--- src/rtl/fetch_unit.sv ---
// rtl/fetch_unit.sv - instruction-fetch stage: PC, single-outstanding imem request, IF/ID control
module fetch_unit #(
  parameter logic [31:0] RESET_PC = 32'h0000_0000
) (
  input  logic        clk,
  input  logic        rst,
  output logic        imem_req_valid,
  input  logic        imem_req_ready,
  output logic [31:0] imem_req_addr,
  input  logic        imem_resp_valid,
  input  logic [31:0] imem_resp_data,
  input  logic        stall_in,
  input  logic        id_redirect,
  input  logic [31:0] id_redirect_pc,
  input  logic        ex_redirect,
  input  logic [31:0] ex_redirect_pc,
  output logic [31:0] out_instr,
  output logic [31:0] out_pc,
  output logic [1:0]  if_id_ctr
);

  localparam logic [1:0] CTR_WRITE  = 2'b00;
  localparam logic [1:0] CTR_HOLD   = 2'b01;
  localparam logic [1:0] CTR_BUBBLE = 2'b10;

  // REQ: request on the bus; WAIT: awaiting a live response;
  // HOLD: response parked while IF/ID is stalled; DROP: awaiting a stale response
  typedef enum logic [1:0] {
    ST_REQ  = 2'd0,
    ST_WAIT = 2'd1,
    ST_HOLD = 2'd2,
    ST_DROP = 2'd3
  } state_t;

  state_t      state;
  state_t      state_n;
  logic [31:0] pc;
  logic [31:0] pc_n;
  logic [31:0] buf_instr;
  logic [31:0] buf_instr_n;
  logic [31:0] buf_pc;
  logic [31:0] buf_pc_n;

  logic        redirect;
  logic [31:0] target;

  // An ID redirect while stalled belongs to a branch still held in ID, so it waits
  assign redirect = ex_redirect | (id_redirect & ~stall_in);
  assign target   = ex_redirect ? ex_redirect_pc : id_redirect_pc;

  // State, PC and parking buffer registers
  always_ff @(posedge clk or posedge rst) begin
    if (rst) begin
      state     <= ST_REQ;
      pc        <= RESET_PC;
      buf_instr <= '0;
      buf_pc    <= '0;
    end else begin
      state     <= state_n;
      pc        <= pc_n;
      buf_instr <= buf_instr_n;
      buf_pc    <= buf_pc_n;
    end
  end

  // Next-state, PC update and Mealy outputs toward imem and IF/ID
  always_comb begin
    state_n        = state;
    pc_n           = pc;
    buf_instr_n    = buf_instr;
    buf_pc_n       = buf_pc;
    imem_req_valid = 1'b0;
    imem_req_addr  = pc;
    out_instr      = '0;
    out_pc         = '0;
    if_id_ctr      = CTR_BUBBLE;

    case (state)
      ST_REQ: begin
        if (redirect) begin
          pc_n = target;
        end
        // A request accepted in the same cycle as a redirect is already stale
        if (imem_req_ready) begin
          state_n = redirect ? ST_DROP : ST_WAIT;
        end
      end
      ST_WAIT: begin
        if (redirect) begin
          pc_n    = target;
          state_n = ST_REQ;
        end else if (imem_resp_valid) begin
          pc_n = pc + 32'd4;
          if (stall_in) begin
            buf_instr_n = imem_resp_data;
            buf_pc_n    = pc;
            state_n     = ST_HOLD;
          end else begin
            state_n = ST_REQ;
          end
        end
      end
      ST_HOLD: begin
        if (redirect) begin
          pc_n    = target;
          state_n = ST_REQ;
        end else if (!stall_in) begin
          state_n = ST_REQ;
        end
      end
      ST_DROP: begin
        if (redirect) begin
          pc_n = target;
        end
        // The stale response ends the drop even if another redirect lands with it
        if (imem_resp_valid) begin
          state_n = ST_REQ;
        end
      end
      default: begin
        state_n = ST_REQ;
      end
    endcase

    if (!rst) begin
      imem_req_valid = (state == ST_REQ);
      case (state)
        ST_WAIT: begin
          out_instr = imem_resp_data;
          out_pc    = pc;
        end
        ST_HOLD: begin
          out_instr = buf_instr;
          out_pc    = buf_pc;
        end
        default: begin
          out_instr = '0;
          out_pc    = '0;
        end
      endcase
      if (redirect) begin
        if_id_ctr = CTR_BUBBLE;
      end else if (stall_in) begin
        if_id_ctr = CTR_HOLD;
      end else if ((state == ST_WAIT && imem_resp_valid) || state == ST_HOLD) begin
        if_id_ctr = CTR_WRITE;
      end else begin
        if_id_ctr = CTR_BUBBLE;
      end
    end
  end

endmodule

--- config.mk ---
export PLATFORM = sky130hd
export DESIGN_NAME = fetch_unit
export DESIGN_NICKNAME = d
export VERILOG_FILES = /design/src/rtl/fetch_unit.sv
export SDC_FILE = /design/constraint.sdc
export NUM_CORES = 1
export LEC_CHECK = 0
export ABC_CLOCK_PERIOD_IN_PS = 10050
export CORE_MARGIN = 8
export CORE_UTILIZATION = 46
export CTS_CLUSTER_SIZE = 30
export DETAILED_ROUTE_END_ITERATION = 6
export PLACE_DENSITY = 0.77
export SETUP_SLACK_MARGIN = 0.1
export SYNTH_ARGS = -nofsm -noshare
export SYNTH_HDL_FRONTEND = slang
export SYNTH_SLANG_ARGS = --single-unit
--- constraint.sdc ---
create_clock -name clk -period 10.05 [get_ports clk]
set_clock_uncertainty 0.05 [all_clocks]
set_input_delay 3.015 -clock clk [delete_from_list [all_inputs] [get_ports clk]]
set_output_delay 3.015 -clock clk [all_outputs]
set_load 0.05 [all_outputs]
# ---- Word level (Yosys, flattened, before mapping)
# Cells that the tools add are included.
dict set report word_totals {
  register_bits 98
  latchBits 0
  ram_bits 0
  rom_bits 0
  in_bits 103
  out_inout_bits 99
  wordCells 47
  mem_count 0
}
dict set report classes {
  add_sub_neg 1
  n_mul 0
  n_div 0
  n_lt_le_gt_ge 0
  n_eq_ne 8
  shifts 0
  mux 23
  n_bitwise 4
  reduce_logical 7
}
# cell n
set ops {}
lappend ops {{$mux W32} 6}
lappend ops {{$pmux W32 S2} 3}
lappend ops {{$add A32 B3 Y32 const B} 1}
lappend ops {{$mux W2} 12}
lappend ops {{$pmux W2 S4} 1}
lappend ops {{$reduce_and A4 Y1} 2}
lappend ops {{$ne A3 B3 Y1 const B} 2}
lappend ops {{$eq A2 B2 Y1 const B} 2}
lappend ops {{$ne A2 B2 Y1 const B} 2}
lappend ops {{$reduce_or A3 Y1} 1}
lappend ops {{$eq A2 B1 Y1 const B} 1}
lappend ops {{$logic_not A2 Y1} 1}
lappend ops {{$ne A2 B1 Y1 const B} 1}
lappend ops {{$not A1 Y1} 2}
lappend ops {{$reduce_and A2 Y1} 1}
lappend ops {{$and A1 B1 Y1} 1}
lappend ops {{$logic_and A1 B1 Y1} 1}
lappend ops {{$logic_or A1 B1 Y1} 1}
lappend ops {{$mux W1} 1}
lappend ops {{$or A1 B1 Y1} 1}

# ---- Logic depth before layout (Yosys ltp)
dict set report depth {
  depth_word 7
  ltp_mapped 9
  mapped_depth_nobuf 7
}

# ---- Worst setup path after synthesis
# OpenSTA, ideal clock, no wires.
dict set report synth_path {
  path_kind {input port to output port}
  startpoint {input rst}
  endpoint {output out_instr[0]}
  arrival_time_ns 6.692
  t_required_ns 6.985
  path_slack_ns 0.293
  stages 4
  path_buffers 1
  path_cell_list {inv_1 > nand2_1 > clkbuf_1 > nor2_1}
}
dict set report synth_via {
  elab_chain_len 1
}
# element line_no
set synth_lines {}
lappend synth_lines {{start, declared} 6} ;# input logic rst,
lappend synth_lines {{$mux W32} 125} ;# if (!rst) begin
lappend synth_lines {{end, declared} 17} ;# output logic [31:0] out_instr,
# Every way passes these cells.

# ---- Worst setup path in the final report
dict set report layout_path {
  startpoint {input rst}
  endpoint {output out_instr[5]}
}
# The elaborated chain is that of the path after synthesis.

==> metrics <==
Slew @ Worst Pin ~1.1 ns; Reg2Reg Depth 7; register area share after synthesis between 40% and 50%; grt ovf 0; Critical Path AT between 5 and 6 ns; worst-skew pair later-pin latency 0.34 ns; post-CTS setup buffers 0; Critical Path RT around 7.0 ns; vias in the first global route 5625; chip height 128.7 um; Layout area overhead 41.16%; crit end category primary output; library cells used by synthesis a little under 70; vias per inst 5.961; R2R setup slack slightly above 7 ns; pwr dens between 200 and 300 nW/um^2; Final ANT Viol Nets 0; clk buf depth 2; HPWL after DPL 13620 um; run status finished, final reports clean; Worst Path Max Fanout 43; max cap viols 0; Final Hold Viols 0; Design Area, Final 8252 sq um; # diodes 0; reg-to-reg critical path startpoint state[1]; Hold Crit Class reg2reg; Fmax about 120 MHz; core footprint around 13000 sq um; peak supply drop approximately 0.16 mV; largest net degree at the start of global routing 65; Clk pin slew, worst setup/hold paths 0.06 ns; Syn Area/Cell approximately 10 sq um; TritonCTS clock tree built; # resized after CTS 0; Layout Nets 864; Worst Setup SP rst; Async SR Flop Fraction 100.0%; Gate Count Post-Synth 581; Final min period approximately 8.6 ns; Pleak 3.180 nW; Seq cells post-synth 98; ranking of synthesized cells by area dfrtp_1 42%, mux2_2 11%, a22oi_1 8.7%, nor2_1 5.5%, mux2_1 2.1%; startpoint types input port; number of port buffers 201; Final Wtd Congestion 0.8594; setup_tns 0 ns; dominant cell type by area after synthesis dfrtp_1; Routed WL 18870 um; DP Area just under 8000 sq um; GRT Util Overall ~22%; Rel. slew slack about a quarter; worst r2r dst imem_req_addr[18]; final hold slack around 0.45 ns; cts hold-fix bufs 0; io pins 202; DR iter-0 viols 470; final setup fails 0; RSZ-0062 raised after global routing false; first-pass GRT wire length a little under 30000 um; Main synth FF type dfrtp_1; Critical Setup Path Class in2out; antenna violations before repair 0; Avg WL per Cell just over 20 um; DRC 0; initial core utilization between 40% and 50%; top-area cell type share of the netlist area 41.95%; CTS root buf clkbuf_16; H-tree Lvls 3; Sink Count between 90 and 100; Die Wd ~130 um; Warnings, synthesis 0; vias post-DR 5544; Post-synth EDFFs 0; crit path to out_instr[5]; Final Cycle Share ~85%; Synth Cell Area roughly 5800 sq um; fraction of layout cells with a size suffix above 1 14.12%; max-slew violation count 0; net count after synthesis 691; drt pass-1 iters 5; die area between 15000 and 20000 sq um; num rows 41; total CTS buffers 9
where the power goes:
part	internal (mW)	switching, mW
clock network	0.267	0.149
registers	0.552	0.132
logic	0.418	0.690
total	1.24	0.971
sequential cells by signal, indices dropped and copies added, names as in the netlist:
register and flops:
state 2, buf_pc 32, buf_instr 32, imem_req_addr 32
per-stage QoR:
stage               cells  util (%)  power, mW  setup WS, ns
global route          930     65.92      2.326         1.262
floorplan             581         -      1.438        0.2927
CTS                   930     65.92      2.211         1.437
global placement      915     63.07      1.759         1.473
finish                930     65.92      2.209         1.463
detailed placement    915     63.07      1.793         1.446
cell families after synthesis:
group,Yosys count,synth area share (%)
fa+ha+maj,7,1.498
simple gates,196,18.15
xor+xnor,3,0.4496
flops,98,41.95
buf+inv,53,4.537
mux,76,14.43
compound gates,148,18.99
cell usage after synthesis (2+ instances only):
cell / instances
nor2b_1: 6
xnor2_1: 3
a21oi_1: 15
nand2b_1: 2
nor2_1: 86
nor3_2: 2
nand3_2: 2
o21ai_0: 15
a311oi_1: 10
mux2_1: 11
o22a_1: 4
nand2_1: 32
nor4_4: 2
inv_1: 7
o32a_1: 2
ha_1: 7
buf_2: 9
clkbuf_1: 19
nor4_2: 3
o22ai_1: 3
a22oi_1: 68
buf_6: 5
mux2i_1: 10
o221ai_1: 4
a2bb2oi_1: 3
nor3_1: 16
nand3_1: 6
nand4_4: 2
a221oi_2: 2
a41oi_1: 2
dfrtp_1: 98
or3_1: 10
mux2_2: 55
and3_1: 6
nand4_1: 2
buf_1: 9
a211oi_1: 7
buf_4: 2
and4_1: 5
worst min path at each step:
stage / start / to / slack (ns) / cells past startpoint
final: buf_instr[7] / buf_instr[7] / 0.45 / 1
after global routing: buf_instr[15] / buf_instr[15] / 0.46 / 1
after floorplan: buf_instr[10] / buf_instr[10] / 0.42 / 1
after CTS: buf_instr[4] / buf_instr[4] / 0.45 / 1
after detailed placement: buf_instr[3] / buf_instr[3] / 0.43 / 1
after global placement: buf_instr[17] / buf_instr[17] / 0.43 / 1
cell type report:
| type | count | area (sq um) |
|---|---|---|
| fill | 1034 | 4265 |
| multi-input combinational | 430 | 3143 |
| sequential | 98 | 2452 |
| timing repair buffer | 207 | 2052 |
| clock buffer | 10 | 229.0 |
| tap | 172 | 215.2 |
| clock inverter | 5 | 127.6 |
| inverter | 8 | 32.53 |
routing by layer:
metal	vias to the layer above	share of wire, %	routed length [um]	GRT usage [%]
met5	-	0	0	0
met4	0	2.1	392	8.086
met3	27	9.3	1750	5.875
met2	272	46	8706	36.18
met1	2727	42	8017	28.58
li1	2518	-	-	-
layout by cell type (no fill, tap or decap), types with 3 or more instances in the layout:
| master | instances |
|---|---|
| or3_1 | 10 |
| bufinv_16 | 4 |
| o21ai_0 | 15 |
| o22ai_1 | 3 |
| nand3_1 | 6 |
| nand2_1 | 31 |
| a21oi_1 | 15 |
| nor2b_1 | 6 |
| ha_1 | 5 |
| a22oi_1 | 68 |
| a2bb2oi_1 | 3 |
| o221ai_1 | 4 |
| o22a_1 | 4 |
| inv_1 | 6 |
| buf_4 | 6 |
| a211oi_1 | 7 |
| mux2i_1 | 10 |
| mux2_2 | 55 |
| clkbuf_16 | 9 |
| dfrtp_1 | 98 |
| a311oi_1 | 10 |
| nor4_2 | 3 |
| nor2_1 | 86 |
| xnor2_1 | 3 |
| nor3_1 | 16 |
| and3_1 | 6 |
| clkdlybuf4s50_1 | 200 |
| and4_1 | 5 |
| mux2_1 | 11 |
critical path, stage by stage:
cell and delay [ns]:
clkdlybuf4s50_1 0.46, inv_4 0.42, nand2_2 0.28, buf_4 0.31
nor2_1 0.16, clkdlybuf4s50_1 0.83
No activity file was read; power rests on OpenSTA's default activity.
